==> config.mk <==
export PLATFORM = sky130hd
export DESIGN_NAME = change_dispenser
export DESIGN_NICKNAME = d
export VERILOG_FILES = /design/src/rtl/change_dispenser_pkg.sv /design/src/rtl/change_dispenser_coin_selector.sv /design/src/rtl/change_dispenser.sv
export SDC_FILE = /design/constraint.sdc
export NUM_CORES = 1
export LEC_CHECK = 0
export ABC_AREA = 1
export CELL_PAD_IN_SITES_DETAIL_PLACEMENT = 1
export CELL_PAD_IN_SITES_GLOBAL_PLACEMENT = 1
export CORE_AREA = 2 2 130 119
export DETAILED_ROUTE_END_ITERATION = 7
export DIE_AREA = 0 0 132 121
export GPL_ROUTABILITY_DRIVEN = 1
export HOLD_SLACK_MARGIN = 0.1
export MAX_ROUTING_LAYER = met4
export PLACE_DENSITY_LB_ADDON = 0.2
export SYNTH_ARGS = -nofsm -noshare
export SYNTH_HDL_FRONTEND = slang
export SYNTH_SLANG_ARGS = --single-unit
==> constraint.sdc <==
create_clock -name clk -period 4.4 [get_ports clk]
set_input_delay 0.66 -clock clk [delete_from_list [all_inputs] [get_ports clk]]
set_output_delay 0.66 -clock clk [all_outputs]
set_load 0.005 [all_outputs]
==> src/rtl/change_dispenser_pkg.sv <==
// Shared definitions for the change dispenser: coin set, amount width and FSM states.
package change_dispenser_pkg;

    localparam int K_NUM_COINS  = 3;
    localparam int K_TOTAL_BITS = 31;

    localparam int unsigned K_COIN_100  = 100;
    localparam int unsigned K_COIN_500  = 500;
    localparam int unsigned K_COIN_1000 = 1000;

    // One-hot coin encodings as seen on o_return_coin
    localparam logic [K_NUM_COINS-1:0] COIN_OH_NONE = 3'b000;
    localparam logic [K_NUM_COINS-1:0] COIN_OH_100  = 3'b001;
    localparam logic [K_NUM_COINS-1:0] COIN_OH_500  = 3'b010;
    localparam logic [K_NUM_COINS-1:0] COIN_OH_1000 = 3'b100;

    typedef enum logic [1:0] {
        ST_IDLE     = 2'd0,
        ST_SELECT   = 2'd1,
        ST_DISPENSE = 2'd2,
        ST_DONE     = 2'd3
    } state_t;

endpackage

==> src/rtl/change_dispenser_coin_selector.sv <==
// Greedy coin pick: largest denomination that fits the remaining amount and is in stock.
module coin_selector
    import change_dispenser_pkg::*;
#(
    parameter int AMT_W   = K_TOTAL_BITS,
    parameter int STOCK_W = 8
) (
    input  logic [AMT_W-1:0]       i_remaining,
    input  logic [STOCK_W-1:0]     i_stock0,
    input  logic [STOCK_W-1:0]     i_stock1,
    input  logic [STOCK_W-1:0]     i_stock2,
    output logic [K_NUM_COINS-1:0] o_coin,
    output logic [AMT_W-1:0]       o_value,
    output logic                   o_found
);

    localparam logic [AMT_W-1:0] W_V100  = AMT_W'(K_COIN_100);
    localparam logic [AMT_W-1:0] W_V500  = AMT_W'(K_COIN_500);
    localparam logic [AMT_W-1:0] W_V1000 = AMT_W'(K_COIN_1000);

    always_comb begin
        o_coin  = COIN_OH_NONE;
        o_value = '0;
        o_found = 1'b0;
        if ((i_remaining >= W_V1000) && (i_stock2 != '0)) begin
            o_coin  = COIN_OH_1000;
            o_value = W_V1000;
            o_found = 1'b1;
        end else if ((i_remaining >= W_V500) && (i_stock1 != '0)) begin
            o_coin  = COIN_OH_500;
            o_value = W_V500;
            o_found = 1'b1;
        end else if ((i_remaining >= W_V100) && (i_stock0 != '0)) begin
            o_coin  = COIN_OH_100;
            o_value = W_V100;
            o_found = 1'b1;
        end
    end

endmodule

==> src/rtl/change_dispenser.sv <==
// Change dispenser: returns an amount as a stream of one-hot coins from a finite stock.
//   state    | meaning
//   IDLE     | ready for a return request
//   SELECT   | pick the next coin, or finish when nothing fits
//   DISPENSE | coin presented, waiting for the chute handshake
//   DONE     | one-cycle completion pulse with shortfall
module change_dispenser
    import change_dispenser_pkg::*;
#(
    parameter int AMT_W      = K_TOTAL_BITS,
    parameter int STOCK_W    = 8,
    parameter int INIT_STOCK = 10
) (
    input  logic                   clk,
    input  logic                   reset,
    input  logic                   i_req_valid,
    output logic                   o_req_ready,
    input  logic [AMT_W-1:0]       i_return_amount,
    output logic [K_NUM_COINS-1:0] o_return_coin,
    output logic                   o_coin_valid,
    input  logic                   i_coin_ready,
    input  logic [K_NUM_COINS-1:0] i_refill,
    output logic                   o_done,
    output logic [AMT_W-1:0]       o_shortfall,
    output logic [STOCK_W-1:0]     o_stock0,
    output logic [STOCK_W-1:0]     o_stock1,
    output logic [STOCK_W-1:0]     o_stock2
);

    localparam logic [STOCK_W-1:0] STOCK_MAX  = '1;
    localparam logic [STOCK_W-1:0] STOCK_INIT = STOCK_W'(INIT_STOCK);

    state_t                   r_state;
    state_t                   w_state_next;
    logic [AMT_W-1:0]         r_remaining;
    logic [K_NUM_COINS-1:0]   r_return_coin;
    logic [AMT_W-1:0]         r_coin_value;
    logic                     r_coin_valid;
    logic                     r_done;
    logic [AMT_W-1:0]         r_shortfall;
    logic [STOCK_W-1:0]       r_stock      [K_NUM_COINS];
    logic [STOCK_W-1:0]       w_stock_next [K_NUM_COINS];

    logic [K_NUM_COINS-1:0]   w_sel_coin;
    logic [AMT_W-1:0]         w_sel_value;
    logic                     w_sel_found;
    logic                     w_handshake;
    logic [K_NUM_COINS-1:0]   w_dec;

    coin_selector #(
        .AMT_W   (AMT_W),
        .STOCK_W (STOCK_W)
    ) u_coin_selector (
        .i_remaining (r_remaining),
        .i_stock0    (r_stock[0]),
        .i_stock1    (r_stock[1]),
        .i_stock2    (r_stock[2]),
        .o_coin      (w_sel_coin),
        .o_value     (w_sel_value),
        .o_found     (w_sel_found)
    );

    assign w_handshake = (r_state == ST_DISPENSE) && i_coin_ready;
    assign w_dec       = {K_NUM_COINS{w_handshake}} & r_return_coin;

    always_comb begin
        w_state_next = r_state;
        case (r_state)
            ST_IDLE:     if (i_req_valid) w_state_next = ST_SELECT;
            ST_SELECT:   w_state_next = w_sel_found ? ST_DISPENSE : ST_DONE;
            ST_DISPENSE: if (i_coin_ready) w_state_next = ST_SELECT;
            ST_DONE:     w_state_next = ST_IDLE;
            default:     w_state_next = ST_IDLE;
        endcase
    end

    always_ff @(posedge clk) begin
        if (reset) begin
            r_state <= ST_IDLE;
        end else begin
            r_state <= w_state_next;
        end
    end

    // Shortfall is captured on the SELECT->DONE edge so it is valid in the same cycle as o_done
    always_ff @(posedge clk) begin
        if (reset) begin
            r_remaining   <= '0;
            r_return_coin <= COIN_OH_NONE;
            r_coin_value  <= '0;
            r_coin_valid  <= 1'b0;
            r_done        <= 1'b0;
            r_shortfall   <= '0;
        end else begin
            case (r_state)
                ST_IDLE: begin
                    r_done <= 1'b0;
                    if (i_req_valid) begin
                        r_remaining <= i_return_amount;
                    end
                end
                ST_SELECT: begin
                    if (w_sel_found) begin
                        r_return_coin <= w_sel_coin;
                        r_coin_value  <= w_sel_value;
                        r_coin_valid  <= 1'b1;
                    end else begin
                        r_done      <= 1'b1;
                        r_shortfall <= r_remaining;
                    end
                end
                ST_DISPENSE: begin
                    if (i_coin_ready) begin
                        r_remaining   <= r_remaining - r_coin_value;
                        r_return_coin <= COIN_OH_NONE;
                        r_coin_value  <= '0;
                        r_coin_valid  <= 1'b0;
                    end
                end
                ST_DONE: begin
                    r_done      <= 1'b0;
                    r_remaining <= '0;
                end
                default: begin
                    r_done <= 1'b0;
                end
            endcase
        end
    end

    // Refill and dispense of the same coin in one cycle cancel out
    always_comb begin
        for (int i = 0; i < K_NUM_COINS; i++) begin
            w_stock_next[i] = r_stock[i];
            if (i_refill[i] && !w_dec[i]) begin
                if (r_stock[i] != STOCK_MAX) begin
                    w_stock_next[i] = r_stock[i] + STOCK_W'(1);
                end
            end else if (!i_refill[i] && w_dec[i]) begin
                if (r_stock[i] != '0) begin
                    w_stock_next[i] = r_stock[i] - STOCK_W'(1);
                end
            end
        end
    end

    always_ff @(posedge clk) begin
        if (reset) begin
            for (int i = 0; i < K_NUM_COINS; i++) begin
                r_stock[i] <= STOCK_INIT;
            end
        end else begin
            for (int i = 0; i < K_NUM_COINS; i++) begin
                r_stock[i] <= w_stock_next[i];
            end
        end
    end

    assign o_req_ready   = (r_state == ST_IDLE);
    assign o_return_coin = r_return_coin;
    assign o_coin_valid  = r_coin_valid;
    assign o_done        = r_done;
    assign o_shortfall   = r_shortfall;
    assign o_stock0      = r_stock[0];
    assign o_stock1      = r_stock[1];
    assign o_stock2      = r_stock[2];

endmodule

==> results of run 1 <==
-- critical path: cells and delay by family (launching register included) --
family                 cells  cell delay [ns]
and+or+nand+nor            7             1.51
buffers and inverters      1             0.62
DFF                        1             0.40
AOI/OAI and AO/OA          1             0.15
-- power groups by stage --
stage                     combinational (uW)  clock, uW  sequential, uW
after floorplan                         1310          0            1200
after global placement                  1770          0            1290
after detailed placement                1810          0            1300
after CTS                               1820        812            1280
after global routing                    2080        851            1310
final                                   1830        796            1290
-- cells in the mapped netlist (2+ instances only) --
library cell  instances  area [sq um]
ha_1                 33           413
o21bai_1              7          52.6
nand2_1             152           571
a221oi_1              2          17.5
a31oi_1               2          12.5
clkbuf_1             23          86.3
inv_1                77           289
nand4_1              22           138
o21ai_0              54           270
nand3_1              64           320
buf_2                 3          15.0
dfxtp_1              96          1920
xor2_1               11          96.3
fa_1                  4          80.1
nor2_2                3          18.8
buf_12                2          40.0
nand2_2              26           163
xnor2_1              10          87.6
nor4_1                4          25.0
buf_1                 3          11.3
nor3_1               10          50.1
nand3b_1              4          30.0
o211ai_1              3          22.5
buf_4                 4          30.0
nor2_1               81           304
a21oi_1             114           571
a21oi_2              30           263
or2_2                 4          25.0
-- sequential cells by signal, indices dropped and copies added, names as in the netlist --
signal and flops:
r_coin_value 4, r_stock 24, r_remaining 31, r_state 2, o_shortfall 31, o_done 1, o_return_coin 2, o_coin_valid 1
-- metrics by stage --
stage          utilization, %  setup slack, ns  hold slack [ns]  cell area, sq um
2_1_floorplan               -             1.81            0.441              6020
3_3_place_gp             48.9             1.39            0.450              7120
3_5_place_dp             48.9             1.28            0.459              7120
4_1_cts                  50.9             1.60            0.468              7410
5_1_grt                  50.9             1.33            0.487              7410
6_report                 50.9             1.62            0.470              7410
-- area by class of cell --
cell class	instances	area (sq um)
multi-input cells	646	3600
inverters	79	299
clock inverters	3	42.5
repair buffers	108	1050
well taps	198	248
flip-flops and latches	96	1920
fillers	1910	7150
clock buffers	12	246
-- worst paths after layout --
check	endpoint	slack, ns	cells past startpoint
max	o_shortfall[23]	1.62	9
min	o_shortfall[1]	0.47	2
max reg2reg	o_shortfall[23]	1.62	9
min reg2reg	o_shortfall[1]	0.47	2
-- logic make-up after synthesis --
group,count (synthesis),synth area share [%]
adders and majority gates,37,8.19
DFF,96,31.9
xor gates and xnor gates,21,3.06
and+or+nand+nor,371,27.7
AOI/OAI and AO/OA,217,20.9
buffers and inverters,115,8.26
-- layer usage --
| layer | part of all wire, % | vias to the layer above | wire (um) | global-route usage, % |
|---|---|---|---|---|
| li1 | - | 3044 | - | - |
| met3 | 3.8 | 12 | 706 | 4.30 |
| met1 | 50 | 2901 | 9290 | 32.8 |
| met4 | 0.84 | 0 | 157 | 5.30 |
| met2 | 46 | 96 | 8580 | 39.8 |
| met5 | 0 | - | 0 | - |
==> impl_metrics.env, run 1 <==
export IMPL_cts_resized=0
export IMPL_antenna_found_initial=0
export IMPL_power_uw=3910
export IMPL_avgRoutedWirePerCell_um=16.4
export IMPL_peakVddDrop_mv=0.271
export IMPL_synth_async_reset_ratio_pct=0
export IMPL_post_cts_buffers=0
export IMPL_period_minus_slack_ns=2.78
export IMPL_io_buffers=98
export IMPL_grt_pass1_vias=6152
export IMPL_cts_root_buf="clkbuf_16"
export IMPL_p_clk_share_pct=20.3
export IMPL_cts_tree="done"
export IMPL_grt_pass1_wl_um=31200
export IMPL_drtIter0Drc=265
export IMPL_finClkSkew_ns=0.00637
export IMPL_synth_nets=932
export IMPL_criticalPathCategory="flip-flop to flip-flop"
export IMPL_place_congestion=0.870
export IMPL_p_sw_share_pct=45.7
export IMPL_cpMostUsedCell="nand2_1"
export IMPL_coreArea_sq_um=14600
export IMPL_rows=42
export IMPL_r2r_start="r_remaining[24]"
export IMPL_grt_usage_pct=24.7
export IMPL_hpwl_um=13400
export IMPL_drc_errors=0
export IMPL_clock_sinks=96
export IMPL_insertion_delay_ns=0.35
export IMPL_ctsHoldBuffers=0
export IMPL_finalSetupViolCount=0
export IMPL_syn_avg_cell_area_sq_um=7.02
export IMPL_clk_path_buf_depth=2
export IMPL_start_kind="flip-flop"
export IMPL_comb_power_share_pct=46.8
export IMPL_n_antenna_cell=0
export IMPL_synth_edf_count=0
export IMPL_drv_slew=0
export IMPL_via_count=6053
export IMPL_p_sw_uw=1790
export IMPL_first_pass_iters=5
export IMPL_synthCells=857
export IMPL_power_density_nw_per_um2=528
export IMPL_rsz0062_at_grt="false"
export IMPL_die_area_sq_um=16000
export IMPL_drive_above_1_share_pct=9.85
export IMPL_status="finished, final reports clean"
export IMPL_synth_cell_type_count=37
export IMPL_seq_power_share_pct=32.9
export IMPL_min_path_type="flip-flop to flip-flop"
export IMPL_grt_max_degree=51
export IMPL_grt_overflow_total=0
export IMPL_initial_core_util_pct=41.3
export IMPL_fin_nets=1015
export IMPL_max_cap_violations=0
export IMPL_drt_wl_total_um=18700
export IMPL_path_clk_slew_ns=0.07
export IMPL_final_cell_mix="152 x nand2_1, 114 x a21oi_1, 97 x clkdlybuf4s50_1, 96 x dfxtp_1, 80 x nor2_1"
export IMPL_ctsHtreeMaxLevel=3
export IMPL_tightest_slew_ns=0.805
export IMPL_ys_seq_elements=96
export IMPL_cp_end_kind="flip-flop"
export IMPL_crit_slowest_cell="inv_4"
export IMPL_syn_area_sq_um=6020
export IMPL_dpl_cell_count=1127
export IMPL_critical_path_arrival_ns=3.06
export IMPL_intPower_uw=2120
export IMPL_ys_warn_count=0
export IMPL_seq_area_frac_synth_pct=31.9
export IMPL_slew_headroom_pct=46.4
export IMPL_required_ns=4.68
export IMPL_synthFlopType="dfxtp_1"
export IMPL_slowest_delay_ns=0.62
export IMPL_p_leak_uw=0.00290
export IMPL_fmax_ghz=0.360
export IMPL_vias_per_cell=5.30
export IMPL_die_w_um=132
export IMPL_path_max_fanout=33
export IMPL_drt_antenna_violating_nets=0
export IMPL_crit_path_cell_trace="nor2_1, nand2_1, nor2_2, nand4_1, nand2_1, nand4_4, inv_4, nand2_1, a21oi_2"
export IMPL_boundaryPins=99
export IMPL_setup_worst_path_start="r_remaining[24]"
export IMPL_layout_worst_path_cycle_share_pct=63.2
export IMPL_finalHoldViolCount=0
export IMPL_instances_no_fill=1142
export IMPL_synthToLayoutAreaGrowth_pct=23.1
export IMPL_mostFrequentLayoutCell="nand2_1"
export IMPL_hold_path_startpoint="r_remaining[1]"
export IMPL_die_h_um=121
export IMPL_numCtsBuffers=9
export IMPL_fin_tns_setup_ns=0
No activity file was read; power rests on OpenSTA's default activity.
==> run 2: changes to the inputs <==
CORE_AREA = 2 2 142 130   (was 2 2 130 119)
DIE_AREA = 0 0 144 132   (was 0 0 132 121)
clock period = 2.5 ns   (was 4.4 ns; I/O delays follow)
==> impl_metrics.env, run 2 (synthesis results as in run 1) <==
export IMPL_status="finished, final reports clean"
export IMPL_antenna_found_initial=0
export IMPL_first_pass_iters=4
export IMPL_final_cell_mix="152 x nand2_1, 114 x a21oi_1, 97 x clkdlybuf4s50_1, 95 x dfxtp_1, 80 x nor2_1"
export IMPL_drtIter0Drc=257
export IMPL_dp_worst_setup_slack_ns=-0.116
export IMPL_setup_slack_ns=0.215
export IMPL_peakVddDrop_mv=0.579
export IMPL_r2r_slack_ns=0.21
export IMPL_drc_errors=0
export IMPL_drt_antenna_violating_nets=0
export IMPL_cts_tree="done"
export IMPL_slowest_delay_ns=0.34
export IMPL_power_density_nw_per_um2=921
export IMPL_initial_core_util_pct=34.5
export IMPL_stdcell_area_sq_um=7890
export IMPL_required_ns=2.75
export IMPL_synthToLayoutAreaGrowth_pct=31.1
export IMPL_ctsHtreeMaxLevel=3
export IMPL_max_cap_violations=0
export IMPL_cp_end_kind="flip-flop"
export IMPL_critical_path_arrival_ns=2.53
export IMPL_die_h_um=132
export IMPL_crit_path_cell_trace="inv_1, ha_2, nand3_1, ha_1, inv_2, ha_1, a21oi_1, nand2_1, a21oi_1, nor2_1, nor2_1, xor2_1, a21oi_1"
export IMPL_coreArea_sq_um=17400
export IMPL_vias_per_cell=5.05
export IMPL_cpMostUsedCell="a21oi_1"
export IMPL_numCtsBuffers=9
export IMPL_place_congestion=0.839
export IMPL_n_antenna_cell=0
export IMPL_start_kind="flip-flop"
export IMPL_power_uw=7270
export IMPL_clock_sinks=96
export IMPL_finClkSkew_ns=0.00849
export IMPL_path_max_fanout=5
export IMPL_cts_root_buf="clkbuf_16"
export IMPL_reg2reg_depth=13
export IMPL_finalHoldViolCount=0
export IMPL_finalSetupViolCount=0
export IMPL_die_w_um=144
export IMPL_p_leak_uw=0.00315
export IMPL_fin_nets=1064
export IMPL_drive_above_1_share_pct=14.7
export IMPL_criticalPathCategory="flip-flop to flip-flop"
export IMPL_regArea_sq_um=1920
export IMPL_r2r_start="r_state[0]"
export IMPL_hpwl_um=14500
export IMPL_period_minus_slack_ns=2.29
export IMPL_grt_usage_pct=21.2
export IMPL_rows=46
export IMPL_multi_input_area_sq_um=3600
export IMPL_boundaryPins=99
export IMPL_fmax_ghz=0.438
export IMPL_layout_worst_path_cycle_share_pct=91.4
export IMPL_crit_end="r_stock[0][21]"
export IMPL_fill_cells=2214
export IMPL_grt_pass1_vias=6192
export IMPL_insertion_delay_ns=0.35
export IMPL_reg2reg_to="r_stock[0][21]"
export IMPL_min_path_type="flip-flop to flip-flop"
export IMPL_tightest_slew_ns=0.770
export IMPL_drt_wl_total_um=19200
export IMPL_die_area_sq_um=19000
export IMPL_path_clk_slew_ns=0.07
export IMPL_grt_pass1_wl_um=31700
export IMPL_setup_worst_path_start="r_state[0]"
export IMPL_place_area_sq_um=7590
export IMPL_slew_headroom_pct=48.7
export IMPL_avgRoutedWirePerCell_um=15.6
export IMPL_via_count=6226
export IMPL_post_cts_buffers=0
export IMPL_rsz0062_at_grt="false"
export IMPL_grt_max_degree=51
export IMPL_io_buffers=98
export IMPL_crit_slowest_cell="dfxtp_2"
export IMPL_drv_slew=0
export IMPL_grt_overflow_total=0
export IMPL_clk_path_buf_depth=2
export IMPL_mostFrequentLayoutCell="nand2_1"
run 2: cell types whose count changed in the layout (fill, tap and decap cells not counted), moves of 2 or more:
cell      previous run  this run
inv_1               77        74
buf_4               10        55
clkbuf_1             2         4
buf_12               0         4
inv_2                1         4
run 2: how the worst min path moves through the flow:
stage	from	to	slack, ns	cells past startpoint
finish	o_coin_valid	o_coin_valid	0.47	2
detailed placement	r_remaining[0]	o_shortfall[0]	0.46	2
global placement	o_coin_valid	o_coin_valid	0.45	2
floorplan	r_coin_value[6]	r_coin_value[6]	0.44	2
global route	o_shortfall[22]	o_shortfall[22]	0.49	2
CTS	o_coin_valid	o_coin_valid	0.47	2
run 2: through the flow:
step / instances / util [%] / setup TNS (ns) / hold slack (ns)
2_1_floorplan: 857 / - / 0 / 0.441
3_3_place_gp: 1218 / 43.5 / -0.244 / 0.451
3_5_place_dp: 1218 / 43.5 / -0.534 / 0.465
4_1_cts: 1234 / 45.2 / 0 / 0.470
5_1_grt: 1234 / 45.2 / 0 / 0.490
6_report: 1234 / 45.2 / 0 / 0.467
run 2: cell type report:
type,count,area share (%)
clock buffer,14,3.22
clock inverter,2,0.492
inverter,79,3.79
multi-input combinational,646,45.7
sequential,96,24.4
tap,240,3.81
timing repair buffer,157,18.6
run 2: report_power, final:
group          leakage, uW  switching [uW]  total (uW)  internal, uW
clock network     0.000141             625        1430           809
registers         0.000789             392        2190          1800
logic              0.00222            2220        3640          1420
total              0.00315            3230        7270          4030
run 2: metal layers:
| metal | global-route usage (%) | part of all wire [%] | up-vias |
|---|---|---|---|
| met5 | - | 0 | - |
| met4 | 3.76 | 0.84 | 0 |
| met3 | 3.52 | 3.1 | 13 |
| met2 | 33.8 | 47 | 104 |
| met1 | 28.7 | 49 | 2951 |
| li1 | - | - | 3158 |
run 2: repair_timing:
item                       in CTS  in global routing
hold buffers                    0                  0
gates resized for setup         0                  3
setup endpoints to repair       0                  9
run 2: critical path, delay by kind of cell (launching register included):
| kind | cells | cell delay [ns] |
|---|---|---|
| buf+inv | 2 | 0.20 |
| flops | 1 | 0.34 |
| simple gates | 4 | 0.37 |
| compound gates | 3 | 0.38 |
| xor+xnor | 1 | 0.16 |
| fa+ha+maj | 3 | 0.73 |
